File: src/rtl/n64_poll_sched_if.sv
// Signal bundle between the N64 poll scheduler and the tx/rx datapath.
// N64_POLL_STATS_EN adds the poll_cnt/err_cnt statistics outputs.
interface n64_poll_sched_if;
    logic        enable;
    logic        tx_busy;
    logic        rx_done;
    logic [31:0] rx_data;
    logic        tx_trigger;
    logic        rx_enable;
    logic [31:0] ctrl_state;
    logic        state_valid;
    logic        ctrl_present;
    logic        poll_err;
`ifdef N64_POLL_STATS_EN
    logic [15:0] poll_cnt;
    logic [15:0] err_cnt;

    modport master (
        output enable, tx_busy, rx_done, rx_data,
        input  tx_trigger, rx_enable, ctrl_state, state_valid, ctrl_present, poll_err,
        input  poll_cnt, err_cnt
    );
    modport slave (
        input  enable, tx_busy, rx_done, rx_data,
        output tx_trigger, rx_enable, ctrl_state, state_valid, ctrl_present, poll_err,
        output poll_cnt, err_cnt
    );
`else
    modport master (
        output enable, tx_busy, rx_done, rx_data,
        input  tx_trigger, rx_enable, ctrl_state, state_valid, ctrl_present, poll_err
    );
    modport slave (
        input  enable, tx_busy, rx_done, rx_data,
        output tx_trigger, rx_enable, ctrl_state, state_valid, ctrl_present, poll_err
    );
`endif
endinterface

File: src/rtl/n64_poll_sched.sv
// Periodic N64 controller poll scheduler with tx/rx timeouts and bounded retries.
// N64_POLL_STATS_EN adds saturating poll_cnt/err_cnt counters.
module n64_poll_sched #(
    parameter int unsigned POLL_PERIOD = 2048,
    parameter int unsigned TRIG_LEN    = 4,
    parameter int unsigned TX_TIMEOUT  = 200,
    parameter int unsigned RX_TIMEOUT  = 600,
    parameter int unsigned MAX_RETRY   = 2
) (
    input logic              clk_4M,
    input logic              rst,
    n64_poll_sched_if.slave  bus
);
    localparam int unsigned TMax = (TX_TIMEOUT > RX_TIMEOUT) ? TX_TIMEOUT : RX_TIMEOUT;
    localparam int unsigned TW   = $clog2(TMax) + 1;
    localparam int unsigned PW   = (POLL_PERIOD > 1) ? $clog2(POLL_PERIOD) : 1;
    localparam int unsigned RW   = $clog2(MAX_RETRY + 2);

    typedef enum logic [2:0] {StIdle, StTrig, StTxw, StRxw, StErr} state_e;

    state_e        state_q;
    logic [PW-1:0] period_q;
    logic [TW-1:0] timer_q;
    logic [RW-1:0] retry_q;
    logic          busy_seen_q;
    logic          rx_done_q;
    logic          tx_trigger_q;
    logic          rx_enable_q;
    logic [31:0]   ctrl_state_q;
    logic          state_valid_q;
    logic          ctrl_present_q;
    logic          poll_err_q;

    logic          tick;
    logic          rx_rise;
    logic [TW-1:0] timer_inc;

    assign tick      = (period_q == PW'(POLL_PERIOD - 1));
    assign rx_rise   = bus.rx_done & ~rx_done_q;
    // Timers saturate instead of wrapping.
    assign timer_inc = (timer_q == {TW{1'b1}}) ? timer_q : timer_q + 1'b1;

`ifdef N64_POLL_STATS_EN
    logic [15:0] poll_cnt_q;
    logic [15:0] err_cnt_q;

    function automatic logic [15:0] sat_inc16(input logic [15:0] v);
        return (v == 16'hFFFF) ? v : v + 16'd1;
    endfunction

    assign bus.poll_cnt = poll_cnt_q;
    assign bus.err_cnt  = err_cnt_q;
`endif

    always_ff @(posedge clk_4M or posedge rst) begin
        if (rst) begin
            state_q        <= StIdle;
            period_q       <= '0;
            timer_q        <= '0;
            retry_q        <= '0;
            busy_seen_q    <= 1'b0;
            rx_done_q      <= 1'b0;
            tx_trigger_q   <= 1'b0;
            rx_enable_q    <= 1'b0;
            ctrl_state_q   <= '0;
            state_valid_q  <= 1'b0;
            ctrl_present_q <= 1'b0;
            poll_err_q     <= 1'b0;
`ifdef N64_POLL_STATS_EN
            poll_cnt_q     <= '0;
            err_cnt_q      <= '0;
`endif
        end else begin
            period_q      <= tick ? '0 : period_q + 1'b1;
            rx_done_q     <= bus.rx_done;
            state_valid_q <= 1'b0;
            poll_err_q    <= 1'b0;
            case (state_q)
                StIdle: begin
                    if (tick && bus.enable) begin
                        state_q      <= StTrig;
                        tx_trigger_q <= 1'b1;
                        timer_q      <= '0;
`ifdef N64_POLL_STATS_EN
                        poll_cnt_q   <= sat_inc16(poll_cnt_q);
`endif
                    end
                end
                StTrig: begin
                    if (timer_q == TW'(TRIG_LEN - 1)) begin
                        state_q      <= StTxw;
                        tx_trigger_q <= 1'b0;
                        timer_q      <= '0;
                        busy_seen_q  <= 1'b0;
                    end else begin
                        timer_q <= timer_inc;
                    end
                end
                StTxw: begin
                    if (bus.tx_busy) busy_seen_q <= 1'b1;
                    if (busy_seen_q && !bus.tx_busy) begin
                        state_q     <= StRxw;
                        rx_enable_q <= 1'b1;
                        timer_q     <= '0;
                    end else if (timer_q == TW'(TX_TIMEOUT - 1)) begin
                        state_q   <= StErr;
`ifdef N64_POLL_STATS_EN
                        err_cnt_q <= sat_inc16(err_cnt_q);
`endif
                    end else begin
                        timer_q <= timer_inc;
                    end
                end
                StRxw: begin
                    // A reply completing on the timeout cycle still counts as good.
                    if (rx_rise) begin
                        state_q        <= StIdle;
                        rx_enable_q    <= 1'b0;
                        ctrl_state_q   <= bus.rx_data;
                        state_valid_q  <= 1'b1;
                        ctrl_present_q <= 1'b1;
                        retry_q        <= '0;
                    end else if (timer_q == TW'(RX_TIMEOUT - 1)) begin
                        state_q     <= StErr;
                        rx_enable_q <= 1'b0;
`ifdef N64_POLL_STATS_EN
                        err_cnt_q   <= sat_inc16(err_cnt_q);
`endif
                    end else begin
                        timer_q <= timer_inc;
                    end
                end
                StErr: begin
                    if (retry_q < RW'(MAX_RETRY)) begin
                        retry_q      <= retry_q + 1'b1;
                        state_q      <= StTrig;
                        tx_trigger_q <= 1'b1;
                        timer_q      <= '0;
`ifdef N64_POLL_STATS_EN
                        poll_cnt_q   <= sat_inc16(poll_cnt_q);
`endif
                    end else begin
                        state_q        <= StIdle;
                        ctrl_state_q   <= '0;
                        ctrl_present_q <= 1'b0;
                        poll_err_q     <= 1'b1;
                        retry_q        <= '0;
                    end
                end
                default: state_q <= StIdle;
            endcase
        end
    end

    assign bus.tx_trigger   = tx_trigger_q;
    assign bus.rx_enable    = rx_enable_q;
    assign bus.ctrl_state   = ctrl_state_q;
    assign bus.state_valid  = state_valid_q;
    assign bus.ctrl_present = ctrl_present_q;
    assign bus.poll_err     = poll_err_q;

endmodule

File: src/flat_wrapper.sv
// flat-port wrapper written by rule: the top's interface ports become plain ports
module n64_poll_sched_flat 
#(
    parameter int unsigned POLL_PERIOD = 2048,
    parameter int unsigned TRIG_LEN    = 4,
    parameter int unsigned TX_TIMEOUT  = 200,
    parameter int unsigned RX_TIMEOUT  = 600,
    parameter int unsigned MAX_RETRY   = 2
)
  (clk_4M, rst, bus_enable, bus_tx_busy, bus_rx_done, bus_rx_data, bus_tx_trigger, bus_rx_enable, bus_ctrl_state, bus_state_valid, bus_ctrl_present, bus_poll_err);
  n64_poll_sched_if bus_i ();
  input logic clk_4M;
  input logic rst;
  input wire logic [$bits(bus_i.enable)-1:0] bus_enable;
  input wire logic [$bits(bus_i.tx_busy)-1:0] bus_tx_busy;
  input wire logic [$bits(bus_i.rx_done)-1:0] bus_rx_done;
  input wire logic [$bits(bus_i.rx_data)-1:0] bus_rx_data;
  output wire logic [$bits(bus_i.tx_trigger)-1:0] bus_tx_trigger;
  output wire logic [$bits(bus_i.rx_enable)-1:0] bus_rx_enable;
  output wire logic [$bits(bus_i.ctrl_state)-1:0] bus_ctrl_state;
  output wire logic [$bits(bus_i.state_valid)-1:0] bus_state_valid;
  output wire logic [$bits(bus_i.ctrl_present)-1:0] bus_ctrl_present;
  output wire logic [$bits(bus_i.poll_err)-1:0] bus_poll_err;
  assign bus_i.enable = bus_enable;
  assign bus_i.tx_busy = bus_tx_busy;
  assign bus_i.rx_done = bus_rx_done;
  assign bus_i.rx_data = bus_rx_data;
  assign bus_tx_trigger = bus_i.tx_trigger;
  assign bus_rx_enable = bus_i.rx_enable;
  assign bus_ctrl_state = bus_i.ctrl_state;
  assign bus_state_valid = bus_i.state_valid;
  assign bus_ctrl_present = bus_i.ctrl_present;
  assign bus_poll_err = bus_i.poll_err;
  n64_poll_sched #(.POLL_PERIOD(POLL_PERIOD), .TRIG_LEN(TRIG_LEN), .TX_TIMEOUT(TX_TIMEOUT), .RX_TIMEOUT(RX_TIMEOUT), .MAX_RETRY(MAX_RETRY)) u_core (.clk_4M(clk_4M), .rst(rst), .bus(bus_i));
endmodule
File: config.mk
export PLATFORM = sky130hd
export DESIGN_NAME = n64_poll_sched_flat
export DESIGN_NICKNAME = d
export VERILOG_FILES = /design/src/rtl/n64_poll_sched_if.sv /design/src/rtl/n64_poll_sched.sv /design/src/flat_wrapper.sv
export SDC_FILE = /design/constraint.sdc
export NUM_CORES = 1
export LEC_CHECK = 0
export BUFFER_PORTS_ARGS = -buffer_cell sky130_fd_sc_hd__buf_2
export CORE_MARGIN = 4
export CORE_UTILIZATION = 34
export CTS_BUF_LIST = sky130_fd_sc_hd__clkbuf_2 sky130_fd_sc_hd__clkbuf_4 sky130_fd_sc_hd__clkbuf_8
export DETAILED_ROUTE_END_ITERATION = 10
export PLACE_DENSITY = 0.67
export SETUP_SLACK_MARGIN = 0.02
export SLEW_MARGIN = 20
export SYNTH_ARGS = -nofsm -noshare
export SYNTH_HDL_FRONTEND = slang
export SYNTH_SLANG_ARGS = --single-unit
export TNS_END_PERCENT = 1
File: constraint.sdc
create_clock -name clk_4M -period 4 [get_ports clk_4M]
set_clock_uncertainty 0.1 [all_clocks]
set_input_delay 0.4 -clock clk_4M [delete_from_list [all_inputs] [get_ports clk_4M]]
set_output_delay 0.4 -clock clk_4M [all_outputs]
set_load 0.01 [all_outputs]
# Word-level counts from Yosys, hierarchy flattened
# Cells that the tools add are included.
# word_totals
regBits	66
out_inout_bits	37
inputBits	37
word_cells	96
# op_classes
n_reduce_logical	16
n_mux	41
n_bitwise	2
n_lt_le_gt_ge	1
n_eq_ne	21
n_addsub	3
# op_table
cell	n
11-bit 2-to-1 mux	9
32-bit 2-to-1 mux	2
32-bit case mux with 2 select lines	1
11-bit case mux with 5 select lines	1
11-bit by 1-bit adder with 11-bit output, second input constant	2
11-bit equality test, second input constant	2
3-bit 2-to-1 mux	6
3-bit case mux with 5 select lines	1
1-bit 2-to-1 mux	14
11-bit by 10-bit equality test with 1-bit output, second input constant	1
11-bit by 2-bit equality test with 1-bit output, second input constant	1
11-bit by 8-bit equality test with 1-bit output, second input constant	1
2-bit by 1-bit != test with 1-bit output, second input constant	5
3-bit AND reduction	3
2-bit != test, second input constant	4
4-bit AND reduction	2
3-bit by 2-bit equality test with 1-bit output, second input constant	2
3-bit by 1-bit != test with 1-bit output, second input constant	2
1-bit case mux with 2 select lines	3
6-bit AND reduction	1
2-bit nonzero test	3
5-bit nonzero test	1
2-bit 2-to-1 mux	2
2-bit case mux with 2 select lines	1
13 further kinds	14

# Depth between registers and ports, before layout
# Gate-level depths: netlist of the first run.
# logic_depth
word_depth	5
ltp_mapped	8
ltp_nobuf	7

# Worst setup path after synthesis of the first run
# No wires, ideal clock.
# synth_path
kind	register to register
start	register u_core.timer_q[0]
end	register u_core.timer_q[1]
n_path_buf	0
period_less_slack_ns	2.369
stages_incl_launch_ff	7
required_ns	3.778
path_slack_ns	1.631
setup_ns	0.122
t_arrival_ns	2.148
path_cell_list	dfrtp_1 ha_1 or4b_1 or4_4 o221ai_4 o21ai_2 a32o_1
# synth_between
elab_chain_len	5
elab_cells_between_ends	15
classes_between	add/sub: 1; eq/ne: 6; mux: 7; reduce/logical: 1
# synth_lines
item	line_no	text
start: declaration	n64_poll_sched.sv:23	logic [TW-1:0] timer_q;
start signal: assignment	n64_poll_sched.sv:96	timer_q <= timer_inc;
start signal: assignment	n64_poll_sched.sv:111	timer_q <= timer_inc;
start signal: assignment	n64_poll_sched.sv:130	timer_q <= timer_inc;
11-bit by 1-bit adder with 11-bit output / 11-bit equality test (equally long branches)	n64_poll_sched.sv:41	assign timer_inc = (timer_q == {TW{1'b1}}) ? timer_q : timer_q + 1'b1;
11-bit 2-to-1 mux	n64_poll_sched.sv:41	
11-bit 2-to-1 mux, on equally long branches	n64_poll_sched.sv:123, n64_poll_sched.sv:105	
11-bit 2-to-1 mux, on equally long branches	n64_poll_sched.sv:116, n64_poll_sched.sv:101	
11-bit case mux with 5 select lines	n64_poll_sched.sv:78	case (state_q)
# Parallel ways exist; a longest one is shown, timed or not. The select of a mux whose other input is x is not followed.
# A chain may end at the register's enable or synchronous reset.

# Worst setup path in the final report of the first run
# layout_path
start	register u_core.period_q[0]
end	register u_core.timer_q[1]
# layout_between
elab_chain_len	4
# layout_lines
item	line_no	text
start: declaration	n64_poll_sched.sv:22	logic [PW-1:0] period_q;
start signal: assignment	n64_poll_sched.sv:74	period_q <= tick ? '0 : period_q + 1'b1;
11-bit equality test	n64_poll_sched.sv:38	assign tick = (period_q == PW'(POLL_PERIOD - 1));
1-bit logical AND	n64_poll_sched.sv:80	if (tick && bus.enable) begin
2-bit by 1-bit != test with 1-bit output (no line)	--	
6-bit AND reduction (no line)	--	
# No other way between the ends.

==> results of run 1 <==
-- worst max-delay path, cell delays in order (launching register included) --
cell       delay, ps
dfrtp_1          380
ha_1             210
nand2_1          150
nor4_4           470
a2111oi_2        190
nor3_2           710
o21ai_2          130
a32o_1           230
-- worst max-delay path by stage --
stage                                     to  cells past startpoint               start  slack, ps
after floorplan            u_core.timer_q[1]                      6   u_core.timer_q[0]       1630
after global placement     u_core.timer_q[1]                      7  u_core.period_q[0]       1390
after detailed placement   u_core.timer_q[1]                      7  u_core.period_q[0]       1320
after CTS                  u_core.timer_q[1]                      7  u_core.period_q[0]       1310
after global routing      u_core.timer_q[10]                      7  u_core.period_q[0]       1050
final                      u_core.timer_q[1]                      7  u_core.period_q[0]       1310
-- report_power, final --
| group | internal (mW) | switching [mW] | leakage (nW) |
|---|---|---|---|
| Sequential | 0.684 | 0.00836 | 0.835 |
| Combinational | 0.0362 | 0.0382 | 0.763 |
| Clock | 0.420 | 0.272 | 0.121 |
-- cell families (layout without fill, tap and decap cells) --
logic type | after synthesis | after routing | share of synthesized area
compound gates | 88 | 88 | 0.236
simple gates | 67 | 67 | 0.131
flops | 66 | 66 | 0.573
buf+inv | 19 | 98 | 0.0300
xor+xnor | 7 | 7 | 0.0213
fa+ha+maj | 2 | 2 | 0.00869
-- area by class of cell --
cell class,instances,area share
sequential,66,0.460
multi-input combinational,164,0.320
timing repair buffer,76,0.108
tap,105,0.0366
clock buffer,9,0.0345
clock inverter,7,0.0345
inverter,6,0.00662
-- flip-flops by register name (all words and copies together), names as in the netlist --
register and flops:
u_core.state_q 3, u_core.period_q 11, u_core.bus.ctrl_state 32, u_core.bus.tx_trigger 1, u_core.timer_q 11, u_core.bus.poll_err 1
u_core.busy_seen_q 1, u_core.retry_q 2, u_core.bus.rx_enable 1, u_core.bus.state_valid 1, u_core.bus.ctrl_present 1, u_core.rx_done_q 1
-- per-layer routing --
layer,global-route usage,vias up
met5,0,-
met4,0.0456,0
met3,0.0347,8
met2,0.189,62
met1,0.189,1059
li1,-,1102
-- stage by stage --
step	worst slack, ps	hold WS (ps)	total power [mW]
2_1_floorplan	1630	331	0.738
3_3_place_gp	1390	345	0.781
3_5_place_dp	1320	363	0.781
4_1_cts	1310	68.1	1.48
5_1_grt	1050	70.3	1.52
6_report	1310	82.1	1.46
-- cell usage in the layout, fill, tap and decap left out, types with 6 or more instances in the layout --
master	netlist	final
a22o_1	32	32
nand2_1	13	13
nand3_1	8	8
buf_2	0	73
a21oi_1	16	16
clkbuf_8	0	9
nor2_1	15	13
o21ai_0	9	9
dfrtp_1	66	66
nand4_1	6	6
==> flow_metrics.py, run 1 <==
metrics = {
    "status": {
        "status": "complete, no violations",
    },
    "place": {
        "numPortBuffers": 73,
        "dpl-instance-area_sq_um": 3340,
        "hpwl_um": 4270,
        "gp_congestion": 0.871,
        "placed_cells": 417,
    },
    "cells_and_area": {
        "fillCellCount": 785,
        "multi_input_area_sq_um": 1150,
        "n_antenna_cell": 0,
        "finalNetCount": 362,
        "regArea_sq_um": 1650,
        "fin_util": 0.437,
        "fin_cells": 433,
        "fin_area_sq_um": 3590,
        "area_growth_pct": 24.6,
        "drive_above_1_share": 0.329,
    },
    "yosys": {
        "synth_seq_cells": 66,
        "yosys_warnings": 0,
        "synth-edff-count": 0,
        "synth_area_sq_um": 2880,
        "synthTopCellsByCount": "66 x dfrtp_1, 32 x a22o_1, 16 x a21oi_1",
        "yosys.area.top_type_share": 0.573,
        "yosysSeqAreaShare": 0.573,
        "syn_nets": 288,
        "yosysMostFrequentCell": "dfrtp_1",
        "netlist_instances": 249,
        "async_flop_share": 1.00,
        "synthTopCellsByArea": "dfrtp_1 57%, a22o_1 9.7%, a21oi_1 2.8%",
        "yosysUniqueCellTypes": 45,
        "synth_area_per_cell_sq_um": 11.6,
        "synth_top_cell_by_area": "dfrtp_1",
        "synth_ff_type": "dfrtp_1",
    },
    "routing": {
        "topRoutingLayerUsed": "met4",
        "vias": 2231,
        "routed_wl_um": 6130,
        "postRouteAntennaNets": 0,
        "dr.pass1.iters": 4,
        "wl_met1_um": 2890,
        "routed-wl-met2_um": 2800,
        "wl_met3_um": 380,
        "drt-initial-drc-count": 94,
        "drc": 0,
        "routedWlPerCell_um": 14.2,
        "via_per_inst": 5.15,
    },
    "sta": {
        "max_clock_freq_ghz": 0.372,
        "maxSlewHeadroom": 0.458,
        "setup_viol": 0,
        "maxSlewViolCount": 0,
        "rsz0062_at_grt": "no",
        "final_hold_viol_count": 0,
        "tns_ps": 0,
        "fin_crit_ps": 2690,
        "timing.final.crit_share": 0.672,
        "worstMarginPinSlew_ps": 809,
    },
    "global_routing": {
        "grt_pass1_vias": 2114,
        "grt_usage": 0.130,
        "gr-total-overflow": 0,
        "antenna_found_initial": 0,
        "grt_pass1_wl_um": 10400,
        "grt_max_degree": 50,
    },
    "floorplanning": {
        "num_io_pins": 74,
        "start_util": 0.351,
        "fp.coreArea_sq_um": 8220,
        "fp.dieW_um": 100,
        "placementRows": 33,
        "fp.dieArea_sq_um": 10000,
        "die_h_um": 100,
    },
    "power_and_ir_drop": {
        "irDropWorstVdd_v": 0.000186,
        "p_leak_nw": 1.72,
        "p_per_area_nw_per_um2": 406,
    },
    "clock_tree": {
        "post_cts_resized": 0,
        "cts.htree.levels": 3,
        "clk_latency_ps": 350,
        "cts.sinks": 66,
        "clockBufferDepth": 2,
        "cts_made_buffers": 9,
        "cts_hold_buf": 0,
        "cts_tree": "yes",
        "root_buffer": "clkbuf_8",
        "post_cts_buffers": 0,
        "cts.reportedPaths.clkPinSlew_ps": 80,
    },
    "worst_setup_path": {
        "start_kind": "flop",
        "cp_data_arrival_time_ps": 2820,
        "r2r_slack_ps": 1310,
        "crit_type": "flop to flop",
        "path_max_fanout": 13,
        "worstPathRequired_ps": 4130,
        "r2r_cells": 7,
        "reg2reg_to": "u_core.timer_q[1]",
        "worstReg2RegStart": "u_core.period_q[0]",
        "end_kind": "flop",
    },
    "job": {
        "drv_cap": 0,
    },
    "hold_path": {
        "min_path_type": "primary input to async pin",
    },
}
Power figures use the tool's default switching activity.
==> run 2: changes to the inputs <==
--- a/config.mk
+++ b/config.mk
@@ -5,12 +5,13 @@
 export SDC_FILE = /design/constraint.sdc
 export NUM_CORES = 1
 export LEC_CHECK = 0
+export ABC_AREA = 1
 export BUFFER_PORTS_ARGS = -buffer_cell sky130_fd_sc_hd__buf_2
 export CORE_MARGIN = 4
 export CORE_UTILIZATION = 34
 export CTS_BUF_LIST = sky130_fd_sc_hd__clkbuf_2 sky130_fd_sc_hd__clkbuf_4 sky130_fd_sc_hd__clkbuf_8
 export DETAILED_ROUTE_END_ITERATION = 10
-export PLACE_DENSITY = 0.67
+export PLACE_DENSITY = 0.66
 export SETUP_SLACK_MARGIN = 0.02
 export SLEW_MARGIN = 20
 export SYNTH_ARGS = -nofsm -noshare
==> constraint.sdc (replaced) <==
create_clock -name clk_4M -period 2.65 [get_ports clk_4M]
set_clock_uncertainty 0.1 [all_clocks]
set_input_delay 0.265 -clock clk_4M [delete_from_list [all_inputs] [get_ports clk_4M]]
set_output_delay 0.265 -clock clk_4M [all_outputs]
set_load 0.01 [all_outputs]
==> run 2 against run 1 <==
Hold slack worse by 65 ps. Combinational power grew to 18 times the previous value. Critical path depth grew 4. Final area is 10% higher. Synthesized cell count up 76%. Register-to-register slack got worse by 590 ps. Die area increased by 13%. Cell count up 49%.
==> flow_metrics.py, run 2 <==
metrics = {
    "status": {
        "status": "complete, no violations",
    },
    "clock_tree": {
        "cts_tree": "yes",
        "cts.sinks": 66,
        "post_cts_resized": 0,
        "clk_latency_ps": 350,
        "cts_made_buffers": 9,
        "root_buffer": "clkbuf_8",
        "clockBufferDepth": 2,
        "cts.reportedPaths.clkPinSlew_ps": 80,
        "cts.htree.levels": 3,
    },
    "cells_and_area": {
        "area_growth_pct": 20.5,
        "fin_util": 0.424,
        "largest_register_ffs": 32,
        "drive_above_1_share": 0.208,
        "finalNetCount": 552,
        "final_cell_mix": "166 x nand2_1, 73 x buf_2, 66 x dfrtp_1",
        "final_common_cell": "nand2_1",
        "fin_cells": 647,
        "n_antenna_cell": 0,
    },
    "yosys": {
        "yosysMostFrequentCell": "nand2_1",
        "async_flop_share": 1.00,
        "synthTopCellsByArea": "dfrtp_1 50%, nand2_1 19%, nand3_1 7.8%",
        "synth_top_cell_by_area": "dfrtp_1",
        "synth_area_per_cell_sq_um": 7.49,
        "yosysSeqAreaShare": 0.503,
        "synth_seq_cells": 66,
        "synthTopCellsByCount": "166 x nand2_1, 66 x dfrtp_1, 51 x nand3_1",
        "netlist_instances": 438,
        "yosysUniqueCellTypes": 28,
        "synth_area_sq_um": 3280,
        "synth_ff_type": "dfrtp_1",
        "yosys_warnings": 0,
        "yosys.area.top_type_share": 0.503,
        "synth-edff-count": 0,
        "syn_nets": 477,
    },
    "routing": {
        "routedWlPerCell_um": 11.7,
        "vias": 2942,
        "drt-initial-drc-count": 107,
        "dr.pass1.iters": 5,
        "postRouteAntennaNets": 0,
        "via_per_inst": 4.55,
        "routed_wl_um": 7570,
        "drc": 0,
    },
    "sta": {
        "final_hold_viol_count": 0,
        "setup_viol": 0,
        "tns_ps": 0,
        "worstMarginPinSlew_ps": 566,
        "fin_crit_ps": 1920,
        "timing.final.crit_share": 0.726,
        "maxSlewHeadroom": 0.622,
        "maxSlewViolCount": 0,
        "rsz0062_at_grt": "no",
        "max_clock_freq_ghz": 0.520,
    },
    "worst_setup_path": {
        "path_max_fanout": 34,
        "end_kind": "flop",
        "start_kind": "flop",
        "cp_num_buf_inv": 4,
        "crit_path_frequent_cell": "nand2_1",
        "cp_top_family": "simple AND/OR/NAND/NOR gates",
        "worstPathRequired_ps": 2780,
        "max_stage_delay_ps": 430,
        "cp_slowest_cell": "dfrtp_1",
        "cp_data_arrival_time_ps": 2050,
        "path_cells": "nor2_2, inv_1, nor2_2, inv_2, nor2_4, inv_2, nand2_1, nor2_1, buf_4, nand2_1, nand2_1",
        "crit_type": "flop to flop",
    },
    "power_and_ir_drop": {
        "pwr-share-comb": 0.373,
        "switching_power_mw": 1.45,
        "internal-power_mw": 2.19,
        "irDropWorstVdd_v": 0.000481,
        "seq_power_share": 0.421,
        "swShare": 0.397,
        "p_clk_frac": 0.206,
        "p_leak_nw": 2.23,
        "p_per_area_nw_per_um2": 919,
    },
    "global_routing": {
        "antenna_found_initial": 0,
        "grt_max_degree": 67,
        "grt_pass1_wl_um": 13200,
        "grt_usage": 0.143,
        "grt_pass1_vias": 2968,
        "gr-total-overflow": 0,
    },
    "place": {
        "numPortBuffers": 73,
        "placed_cells": 629,
        "gp_congestion": 0.852,
        "hpwl_um": 5450,
    },
    "floorplanning": {
        "fp.coreArea_sq_um": 9330,
        "start_util": 0.352,
        "die_h_um": 106,
        "fp.dieW_um": 106,
        "placementRows": 35,
        "fp.dieArea_sq_um": 11300,
        "num_io_pins": 74,
    },
    "hold_path": {
        "min_path_type": "primary input to flop",
    },
    "job": {
        "drv_cap": 0,
    },
}
run 2: cell count changes after synthesis, sizes merged, moves of 5 or more:
cell    delta
a21oi     -12
a22o      -32
a31o       -5
buf        +8
clkbuf     -7
inv       +41
nand2    +155
nand3     +44
nor2      +31
run 2: power by group through the flow:
stage	Sequential, mW	Combinational, mW	Clock, mW
after global routing	1.58	1.56	0.823
after CTS	1.53	1.38	0.783
final	1.53	1.35	0.751
after floorplan	1.64	0.801	0
after detailed placement	1.54	1.37	0
after global placement	1.54	1.36	0
run 2: logic make-up (layout without fill, tap and decap cells):
family | after synthesis | count (layout) | synth area share
adders and majority gates | 2 | 2 | 0.00762
xor gates and xnor gates | 2 | 2 | 0.00534
buffers and inverters | 61 | 141 | 0.0785
and+or+nand+nor | 284 | 284 | 0.368
AOI/OAI and AO/OA | 23 | 23 | 0.0377
DFF | 66 | 66 | 0.503
run 2: final timing paths:
check                                 startpoint                         to  slack [ps]  cells past startpoint
setup reg to reg               u_core.state_q[1]          u_core.timer_q[2]         730                     11
min in group asynchronous                    rst   u_core.bus.ctrl_state[0]         430                      4
hold / removal                   bus_rx_data[16]  u_core.bus.ctrl_state[16]          20                      3
max in group asynchronous                    rst      u_core.bus.tx_trigger        1730                      4
setup / recovery               u_core.state_q[1]          u_core.timer_q[2]         730                     11
hold reg to reg            u_core.bus.tx_trigger      u_core.bus.tx_trigger         370                      2
run 2: tightest hold or removal path: cells and delay by family:
| family | cells | cell delay, ps |
|---|---|---|
| buffers and inverters | 1 | 70 |
| and+or+nand+nor | 2 | 90 |
run 2: area by class of cell:
type | instances | area [sq um]
clock inverters | 6 | 42.5
well taps | 129 | 161
multi-input cells | 311 | 1370
fillers | 971 | 5370
flip-flops and latches | 66 | 1650
inverters | 47 | 176
clock buffers | 10 | 131
repair buffers | 78 | 420
run 2: through the flow:
step	total power, mW	worst slack [ps]	hold WS, ps	instance area, sq um
detailed placement	2.92	717	266	3760
CTS	3.69	712	4.64	3960
global route	3.96	506	2.65	3960
finish	3.64	726	17.3	3960
global placement	2.89	798	262	3760
floorplan	2.44	630	196	3280
run 2: repair_timing:
action / 4_1_cts / 5_1_grt
endpoints found under the hold margin: 67 / 0
hold buffers: 2 / 0
buffers inserted: 0 / 0
run 2: routing by layer:
layer | wire length, um | track usage
met3 | 315 | 0.0389
met1 | 3420 | 0.173
met2 | 3740 | 0.246
met5 | 0 | 0
met4 | 99 | 0.0472
==> run 3: changes to the inputs <==
==> constraint.sdc (replaced) <==
create_clock -name clk_4M -period 1.8 [get_ports clk_4M]
set_clock_uncertainty 0.1 [all_clocks]
set_input_delay 0.18 -clock clk_4M [delete_from_list [all_inputs] [get_ports clk_4M]]
set_output_delay 0.18 -clock clk_4M [all_outputs]
set_load 0.01 [all_outputs]
==> run 3 against run 2 <==
Non-clock buffer count grew 47. Final area grew 14%. First-iteration DRC count grew 38%. Sequential cell count is the same. Critical path depth shrank 3. Combinational power grew 68%. Count of clock-buffer cells in the layout shrank 1. Clock power grew 89%. Via count grew 7.8%. Global-route usage grew 1.4 points. Register-to-register slack lost 660 ps. Wire length grew 12%. Critical endpoint is now u_core.timer_q[9]. Largest cell class unchanged. Highest routed layer unchanged.
==> flow_metrics.py, run 3 (synthesis results as in run 2) <==
metrics = {
    "routing": {
        "dr.pass1.iters": 5,
        "via_per_inst": 4.56,
        "routedWlPerCell_um": 12.2,
        "routed_wl_um": 8490,
        "wl_met1_um": 3760,
        "drt-initial-drc-count": 148,
        "vias": 3172,
        "postRouteAntennaNets": 0,
        "topRoutingLayerUsed": "met4",
        "drc": 0,
        "routed-wl-met2_um": 4110,
        "wl_met3_um": 451,
    },
    "floorplanning": {
        "start_util": 0.352,
        "placementRows": 35,
        "die_h_um": 106,
        "fp.dieArea_sq_um": 11300,
        "num_io_pins": 74,
        "fp.coreArea_sq_um": 9330,
        "fp.dieW_um": 106,
    },
    "sta": {
        "final_hold_viol_count": 0,
        "maxSlewViolCount": 0,
        "maxSlewHeadroom": 0.769,
        "rsz0062_at_grt": "yes",
        "setup_viol": 0,
        "max_clock_freq_ghz": 0.578,
        "fin_crit_ps": 1730,
        "timing.final.crit_share": 0.962,
        "whs_ps": 372,
        "worstMarginPinSlew_ps": 344,
        "setup_slack_ps": 68.8,
    },
    "cells_and_area": {
        "largest_register_ffs": 32,
        "final_common_cell": "nand2_1",
        "fin_util": 0.484,
        "area_growth_pct": 37.4,
        "fillCellCount": 901,
        "drive_above_1_share": 0.237,
        "regArea_sq_um": 1650,
        "multi_input_area_sq_um": 1430,
        "finalNetCount": 600,
        "n_antenna_cell": 0,
        "final_cell_mix": "162 x nand2_1, 73 x buf_2, 66 x dfrtp_1",
        "fin_cells": 695,
        "fin_area_sq_um": 4510,
    },
    "power_and_ir_drop": {
        "irDropWorstVdd_v": 0.000696,
        "p_leak_nw": 2.48,
        "p_per_area_nw_per_um2": 1310,
    },
    "place": {
        "numPortBuffers": 73,
        "hpwl_um": 5570,
        "gp_congestion": 0.917,
        "dpl-instance-area_sq_um": 3870,
        "placed_cells": 643,
        "pre_cts_slack_ps": 73.7,
    },
    "worst_setup_path": {
        "crit_type": "flop to flop",
        "worstPathRequired_ps": 1940,
        "start_kind": "flop",
        "cp_data_arrival_time_ps": 1870,
        "path_max_fanout": 6,
        "r2r_cells": 8,
        "crit_start": "u_core.period_q[0]",
        "worstReg2RegStart": "u_core.period_q[0]",
        "end_kind": "flop",
    },
    "clock_tree": {
        "clockBufferDepth": 2,
        "cts.reportedPaths.clkPinSlew_ps": 80,
        "cts.sinks": 66,
        "cts.htree.levels": 3,
        "clk_latency_ps": 340,
        "cts_made_buffers": 9,
        "root_buffer": "clkbuf_8",
        "cts_tree": "yes",
        "post_cts_buffers": 0,
    },
    "global_routing": {
        "grt_pass1_wl_um": 14300,
        "gr-total-overflow": 0,
        "grt_pass1_vias": 3206,
        "grt_usage": 0.157,
        "antenna_found_initial": 0,
        "grt_max_degree": 67,
    },
    "job": {
        "drv_cap": 0,
    },
    "hold_path": {
        "min_path_type": "primary input to async pin",
    },
    "status": {
        "status": "complete, no violations",
    },
}
==> run 3: cell count changes in the layout (fill, tap and decap cells not counted), moves of 2 or more <==
cell / delta
buf_4: +12
buf_6: +2
bufinv_16: +2
dlygate4sd3_1: +33
inv_6: +2
nand2_1: -4
nand2_2: +4
nor2_1: -3
nor2_4: +3
==> run 3: layer usage <==
layer	vias up	GRT usage
li1	1613	-
met5	-	0
met1	1455	0.190
met2	85	0.262
met4	0	0.0657
met3	19	0.0449
==> run 3: area by class of cell <==
class / count / area share
clock buffer: 9 / 0.0275
clock inverter: 7 / 0.0222
inverter: 47 / 0.0405
multi-input combinational: 312 / 0.317
sequential: 66 / 0.366
tap: 129 / 0.0358
timing repair buffer: 125 / 0.191
==> run 3: worst paths after layout <==
kind,slack (ps),end
hold reg to reg,370,u_core.bus.tx_trigger
min in group clk_4M,370,u_core.bus.tx_trigger
hold / removal,370,u_core.bus.ctrl_state[4]
setup reg to reg,70,u_core.timer_q[9]
setup / recovery,70,u_core.timer_q[9]
max in group asynchronous,940,u_core.bus.ctrl_state[23]
==> run 3: per-stage QoR <==
step,power [mW],setup TNS (ps)
floorplan,3.60,0
global placement,4.34,0
detailed placement,4.39,0
CTS,5.89,0
global route,6.38,-122
finish,5.92,0
==> run 3: repair_timing <==
item,4_1_cts,5_1_grt
hold endpoints to repair,100,0
setup endpoints to repair,0,51
resized for setup,0,20
hold buffers,35,0
==> run 3: power breakdown <==
| part | switching (mW) | leakage [nW] | internal, mW |
|---|---|---|---|
| combinational | 1.37 | 1.52 | 0.904 |
| sequential | 0.277 | 0.845 | 1.95 |
| clock | 0.622 | 0.115 | 0.794 |
==> run 3: critical path: stages, from the launching register on <==
cell and delay (ps):
dfrtp_1 400, ha_2 210, nand2_2 70, nor2_4 90
nand4_1 130, a21oi_2 300, nand2_2 180, nand2_1 110
nand2_1 50
